## src/rtl/pos_bcd_encoder.sv

```systemverilog
// Converts the cursor's binary X/Y cell coordinates into two-digit BCD for the
// 7-segment decoder, one bit per clock via shift-add-3 for both axes in parallel.
module pos_bcd_encoder #(
    parameter int X_WIDTH    = 7,
    parameter int Y_WIDTH    = 7,
    parameter bit AUTO_START = 1'b1
) (
    input  logic               clk,
    input  logic               reset,
    input  logic               start,
    input  logic [X_WIDTH-1:0] x_pos,
    input  logic [Y_WIDTH-1:0] y_pos,
    output logic [3:0]         x_ones,
    output logic [3:0]         x_tens,
    output logic [3:0]         y_ones,
    output logic [3:0]         y_tens,
    output logic               x_ovf,
    output logic               y_ovf,
    output logic               busy,
    output logic               done
);

    localparam int N  = (X_WIDTH > Y_WIDTH) ? X_WIDTH : Y_WIDTH;
    localparam int CW = $clog2(N);
    localparam logic [CW-1:0] LAST_BIT = CW'(N - 1);

    typedef enum logic [1:0] {
        IDLE  = 2'd0,
        SHIFT = 2'd1,
        DONE  = 2'd2
    } state_t;

    state_t state;
    state_t state_next;

    logic [CW-1:0]      bit_cnt;
    logic [N-1:0]       x_bin;
    logic [N-1:0]       y_bin;
    logic [7:0]         x_bcd;
    logic [7:0]         y_bcd;
    logic               x_ovf_work;
    logic               y_ovf_work;
    logic [X_WIDTH-1:0] x_last;
    logic [Y_WIDTH-1:0] y_last;
    logic               pair_changed;
    logic               trigger;
    logic               last_shift;

    function automatic logic [7:0] add3(input logic [7:0] bcd);
        logic [7:0] r;
        r[3:0] = (bcd[3:0] >= 4'd5) ? bcd[3:0] + 4'd3 : bcd[3:0];
        r[7:4] = (bcd[7:4] >= 4'd5) ? bcd[7:4] + 4'd3 : bcd[7:4];
        return r;
    endfunction

    // Hundreds carry out of the tens nibble is dropped; such values are
    // flagged as overflow and never displayed from the accumulator.
    function automatic logic [7:0] dabble(input logic [7:0] bcd, input logic msb);
        return 8'({add3(bcd), msb});
    endfunction

    function automatic logic over_99(input logic [N-1:0] v);
        return 32'(v) > 32'd99;
    endfunction

    assign pair_changed = (x_pos != x_last) || (y_pos != y_last);
    assign trigger      = start || (AUTO_START && pair_changed);
    assign last_shift   = (bit_cnt == LAST_BIT);
    assign busy         = (state != IDLE);

    always_ff @(posedge clk) begin
        if (reset) begin
            state <= IDLE;
        end else begin
            state <= state_next;
        end
    end

    always_comb begin
        state_next = state;
        case (state)
            IDLE:    if (trigger) state_next = SHIFT;
            SHIFT:   if (last_shift) state_next = DONE;
            DONE:    state_next = IDLE;
            default: state_next = IDLE;
        endcase
    end

    always_ff @(posedge clk) begin
        if (reset) begin
            bit_cnt    <= '0;
            x_bin      <= '0;
            y_bin      <= '0;
            x_bcd      <= '0;
            y_bcd      <= '0;
            x_ovf_work <= 1'b0;
            y_ovf_work <= 1'b0;
            x_last     <= '0;
            y_last     <= '0;
            x_ones     <= 4'd0;
            x_tens     <= 4'd0;
            y_ones     <= 4'd0;
            y_tens     <= 4'd0;
            x_ovf      <= 1'b0;
            y_ovf      <= 1'b0;
            done       <= 1'b0;
        end else begin
            done <= 1'b0;
            case (state)
                IDLE: begin
                    if (trigger) begin
                        x_bin      <= N'(x_pos);
                        y_bin      <= N'(y_pos);
                        x_last     <= x_pos;
                        y_last     <= y_pos;
                        x_ovf_work <= over_99(N'(x_pos));
                        y_ovf_work <= over_99(N'(y_pos));
                        x_bcd      <= '0;
                        y_bcd      <= '0;
                        bit_cnt    <= '0;
                    end
                end
                SHIFT: begin
                    x_bcd   <= dabble(x_bcd, x_bin[N-1]);
                    y_bcd   <= dabble(y_bcd, y_bin[N-1]);
                    x_bin   <= x_bin << 1;
                    y_bin   <= y_bin << 1;
                    bit_cnt <= bit_cnt + CW'(1);
                end
                DONE: begin
                    // All digits and flags land on one edge so the display never tears.
                    x_tens <= x_ovf_work ? 4'hF : x_bcd[7:4];
                    x_ones <= x_ovf_work ? 4'hF : x_bcd[3:0];
                    y_tens <= y_ovf_work ? 4'hF : y_bcd[7:4];
                    y_ones <= y_ovf_work ? 4'hF : y_bcd[3:0];
                    x_ovf  <= x_ovf_work;
                    y_ovf  <= y_ovf_work;
                    done   <= 1'b1;
                end
                default: ;
            endcase
        end
    end

endmodule

```

## config.mk

```make
export PLATFORM = sky130hd
export DESIGN_NAME = pos_bcd_encoder
export DESIGN_NICKNAME = d
export VERILOG_FILES = /design/src/rtl/pos_bcd_encoder.sv
export SDC_FILE = /design/constraint.sdc
export NUM_CORES = 1
export LEC_CHECK = 0
export CORE_MARGIN = 2
export CORE_UTILIZATION = 30
export CTS_CLUSTER_SIZE = 20
export DETAILED_ROUTE_END_ITERATION = 12
export PLACE_DENSITY = 0.5
export SLEW_MARGIN = 30
export SYNTH_ARGS = -nofsm -noshare
export SYNTH_HDL_FRONTEND = slang
export SYNTH_SLANG_ARGS = --single-unit
```

## constraint.sdc

```tcl
create_clock -name clk -period 2.75 [get_ports clk]
set_clock_uncertainty 0.2 [all_clocks]
set_input_delay 0.275 -clock clk [delete_from_list [all_inputs] [get_ports clk]]
set_output_delay 0.275 -clock clk [all_outputs]
set_load 0.03 [all_outputs]
```

# Word-level counts from Yosys, hierarchy flattened
# Cells that the tools add are included.
[totals]
ff_bits = 70
out_inout_bits = 20
word_cells = 64
[classes]
add_sub_neg = 5
n_lt_le_gt_ge = 6
eq_ne = 7
mux = 21
reduce_logical = 8
[op_table]
columns = ["operator", "count"]
rows = [
  ["$pmux W8 S2", 2],
  ["$pmux W7 S2", 2],
  ["$mux W4", 6],
  ["$ge A4 B3 Y1 const B", 4],
  ["$gt A7 B7 Y1 const B", 2],
  ["$mux W7", 2],
  ["$ne A7 B7 Y1", 2],
  ["$mux W3", 3],
  ["$add A4 B2 Y4 const B", 2],
  ["$mux W8", 1],
  ["$add A3 B2 Y3 const B", 2],
  ["$pmux W3 S2", 1],
  ["$reduce_and A2 Y1", 3],
  ["$mux W2", 2],
  ["$ne A2 B2 Y1 const B", 2],
  ["$pmux W2 S2", 1],
  ["$reduce_bool A2 Y1", 2],
  ["$add A3 B1 Y3 const B", 1],
  ["$eq A3 B3 Y1 const B", 1],
  ["$eq A2 B1 Y1 const B", 1],
  ["$eq A2 B2 Y1 const B", 1],
  ["$logic_not A2 Y1", 1],
  ["$logic_or A1 B1 Y1", 2],
  ["$mux W1", 1],
]

# Longest topological paths before layout
[depth]
ltp_word = 5
mapped_depth = 8

# Least setup slack after synthesis
# Ideal clock, no wire load.
[synth_path]
path_kind = "register to register"
start = "register state[1]"
end = "register x_ovf_work"
arrival_time_ns = 1.556
setup_slack_ns = 0.924
path_stages_with_launch = 7
path_buffers = 1
period_less_slack_ns = 1.826
cell_sequence = "dfxtp_1 nor2_4 inv_1 a31o_2 buf_6 or3_1 a21oi_1"
[synth_via]
elab_chain_len = 2
[synth_rtl]
columns = ["item", "line", "rtl"]
rows = [
  ["start, declared", "33", "state_t state;"],
  ["start signal, assigned", "75", "state <= state_next;"],
  ["$logic_not A2 Y1", "109", "case (state)"],
  ["$reduce_and A2 Y1 (no source line)", "n/a", ""],
  ["end signal, assigned", "116", "x_ovf_work <= over_99(N'(x_pos));"],
  ["end, declared", "41", "logic x_ovf_work;"],
]
# Every way passes these cells.
# A chain may end at the register's enable or synchronous reset.

# Final worst setup path
[layout_path]
start = "register state[1]"
end = "output busy"
[layout_via]
elab_chain_len = 1
[layout_rtl]
columns = ["item", "line", "rtl"]
rows = [
  ["$reduce_bool A2 Y1", "69", "assign busy = (state != IDLE);"],
  ["end, declared", "19", "output logic busy,"],
]
# Every way passes these cells.

==> run summary <==
Synth
* **flop and latch count out of synthesis** 70
* **Synth Area in XOR/XNOR** 5.90%
* **area fraction in compound gates after synthesis** 11.3%
* **simple-gate portion of the synthesized area** 24.8%
* **dominant combinational cell family by area after synthesis** simple AND/OR/NAND/NOR gates
* **netlist area before placement** 3120 µm²
* **top-area cell type share of the netlist area** 44.9%
* **warnings from Yosys** 0
* **number of instances in the synthesized netlist** 374
* **post-synth net total** 401
* **main area contributors after synthesis** dfxtp_1 45%, nor2_1 6.7%, nor3_1 5.9%, nand2_1 4.3%, a21oi_1 4.0%
* **share of cell area taken by muxes after synthesis** 3.53%
* **mean instance size in the synthesized netlist** 8.34 µm²
* **cell type with the largest total area after synthesis** dfxtp_1
* **post-synthesis sequential area ratio** 44.9%
* **number of distinct library cell variants in the gate-level netlist after synthesis** 32
* **adder-cell share of the synthesized area** 4.01%

Worst setup path
* **kind of start point of the critical path** flip-flop
* **Critical Setup Path Class** reg -> out
* **data required time at the worst endpoint** 2.28 ns
* **worst endpoint data arrival time** 1.80 ns
* **crit path max fanout** 7
* **Critical Path End Type** output port

Pwr
* **reported leakage power** 1.41 nW
* **pwr dens** 538 nW/µm²
* **maximum VDD drop** 0.000315 V

Detailed routing
* **vias** 2589
* **Pre-Repair DR Iteration Count** 4
* **number of nets with antenna violations after routing** 0
* **DRC errors left** 0
* **number of DRC markers after the initial detailed-route iteration** 88
* **WL per Instance** 12.9 µm
* **per-cell via count in the routed design** 4.75
* **wire length after detailed routing** 7010 µm

Floorplanning
* **number of ports placed on the die boundary** 37
* **area inside the core boundary** 10200 µm²
* **die height** 106 µm
* **area of the die** 11200 µm²
* **number of standard-cell rows in the floorplan** 37
* **horizontal extent of the die** 106 µm
* **initial core utilization** 30.6%

Timing
* **time the worst path needs with I/O delays and setup** 2.27 ns
* **transition time of the tightest slew-check pin** 0.756 ns
* **unrepaired setup endpoints after global routing** no
* **number of hold violations in the final report** 0
* **f_max** 440 MHz
* **total negative setup slack** 0 ns
* **Pins Over Slew Limit** 0
* **count of endpoints failing setup in the final report** 0
* **worst slew margin relative to its limit** 49.6%
* **period utilisation layout** 82.7%

Clock network
* **CTS sink cnt** 70
* **total number of H-tree levels** 3
* **total of hold buffers inserted after clock tree synthesis** 0
* **TritonCTS buffer count** 9
* **count of buffers added by post-CTS timing repair for setup** 0
* **CTS tree** yes
* **buffer depth of the longest clock path** 2
* **Resize count post-CTS** 0
* **later-pin clock latency in the skew report** 0.34 ns
* **clock tree root buffer cell** clkbuf_8
* **clock-pin slew of the registers on the worst-case setup and hold paths** 0.07 ns

Cells and area
* **core utilization of the finished layout** 37.1%
* **area added between synthesis and finish** 21.3%
* **register cell area after layout** 1400 µm²
* **number of antenna cells inserted** 0
* **proportion of layout cells with a drive suffix above 1** 9.54%
* **area of the multi-input gates** 1540 µm²
* **number of fill cells in the layout** 1096
* **final net count** 431

Global route
* **vias in the first global route** 2623
* **global-route wire length before repair** 12300 µm
* **number of antenna violations at the first check in global routing** 0
* **total congestion overflow after global routing** 0
* **maximum number of pins on one net before global-route repair** 47
* **Global Route Usage Sum** 13.3%

Placed design
* **global placement routability congestion** 0.778
* **port buffer count** 36
* **Detail Placement HPWL** 4680 µm

Job
* **Max-Cap Viols** 0

Min path
* **Hold Crit Class** in -> reg

Run status
* **result of the run** finished clean

[power by group]
part	internal, mW	switching, mW	leakage, nW
Combinational	0.0969	0.123	0.758
Sequential	1.05	0.0288	0.571
Clock	0.346	0.390	0.0841
[cells in the mapped netlist]
cell and n:
nand2b_1 7, o21ai_0 6, a31oi_1 7, o31ai_1 1
dfxtp_1 70, xnor2_1 9, buf_4 3, or3_1 3
nor2b_1 1, and3b_1 1, buf_1 4, ha_1 10
and2b_1 1, a211oi_1 2, nor2_1 56, o221a_2 10
nor2_4 1, o32ai_1 1, nor4_1 3, a31o_2 1
nand3_1 23, inv_1 12, nor3_1 37, nand2_1 36
or2_2 1, mux2i_1 11, nand4_1 1, clkbuf_1 14
buf_6 2, buf_2 3, a21oi_1 25, xor2_1 12
[registers in the layout, indices dropped and copies added (netlist names), 2 cells and up]
| signal | count |
|---|---|
| x_bcd | 8 |
| y_bcd | 8 |
| x_bin | 7 |
| x_last | 7 |
| y_bin | 7 |
| y_last | 7 |
| x_ones | 4 |
| x_tens | 4 |
| y_ones | 4 |
| y_tens | 4 |
| bit_cnt | 3 |
| state | 2 |
[metal layers]
metal / vias to the layer above / routed length [µm] / track usage (%)
met5: - / 0 / 0
met4: 0 / 61 / 3.01
met1: 1202 / 3420 / 16.7
met2: 46 / 3220 / 22.6
li1: 1335 / - / -
met3: 6 / 309 / 4.11
[cell usage in the layout, fill, tap and decap left out, drive strengths merged, types with 2 or more instances in the layout]
| master | instances |
|---|---|
| dfxtp | 70 |
| nor2 | 57 |
| nor3 | 37 |
| nand2 | 36 |
| clkdlybuf4s50 | 35 |
| a21oi | 25 |
| nand3 | 23 |
| inv | 12 |
| xor2 | 12 |
| mux2i | 11 |
| o221a | 10 |
| ha | 10 |
| clkbuf | 10 |
| buf | 10 |
| xnor2 | 9 |
| nand2b | 7 |
| a31oi | 7 |
| o21ai | 6 |
| nor4 | 3 |
| or3 | 3 |
| clkinvlp | 3 |
| clkinv | 3 |
| a211oi | 2 |
[critical path: stages, from the launching register on]
cell	delay (ns)
dfxtp_1	0.43
nor2_4	0.10
inv_1	0.21
clkdlybuf4s50_1	0.72
[stage by stage]
stage | hold slack (ns) | worst slack, ns | power [mW] | cell area (µm²) | std cells
2_1_floorplan | 0.211 | 0.924 | 1.24 | 3120 | 374
3_3_place_gp | 0.250 | 0.223 | 1.32 | 3610 | 529
3_5_place_dp | 0.253 | 0.180 | 1.33 | 3610 | 529
4_1_cts | 0.183 | 0.430 | 2.08 | 3780 | 545
5_1_grt | 0.212 | 0.349 | 2.14 | 3780 | 545
6_report | 0.185 | 0.477 | 2.04 | 3780 | 545
[cell type report]
class                      instances  share of cell area, %
clock buffer                      10                   3.64
clock inverter                     6                  0.992
inverter                          12                   1.19
multi-input combinational        266                   40.8
sequential                        70                   37.0
tap                              136                   4.50
timing repair buffer              45                   11.8
[cell families (layout without fill, tap and decap cells)]
logic type | Yosys count | in the layout
flops | 70 | 70
buf+inv | 38 | 73
compound gates | 53 | 53
xor+xnor | 21 | 21
fa+ha+maj | 10 | 10
simple gates | 171 | 171
mux | 11 | 11
[path summary, 6_finish.rpt]
check,depth (start not counted),startpoint,to,slack [ns]
max,3,state[1],busy,0.48
min reg2reg,2,x_ovf,x_ovf,0.26
min,2,reset,bit_cnt[1],0.18
max reg2reg,5,x_last[3],x_bin[3],0.68
Note: power is estimated with default switching activity, not from simulation.
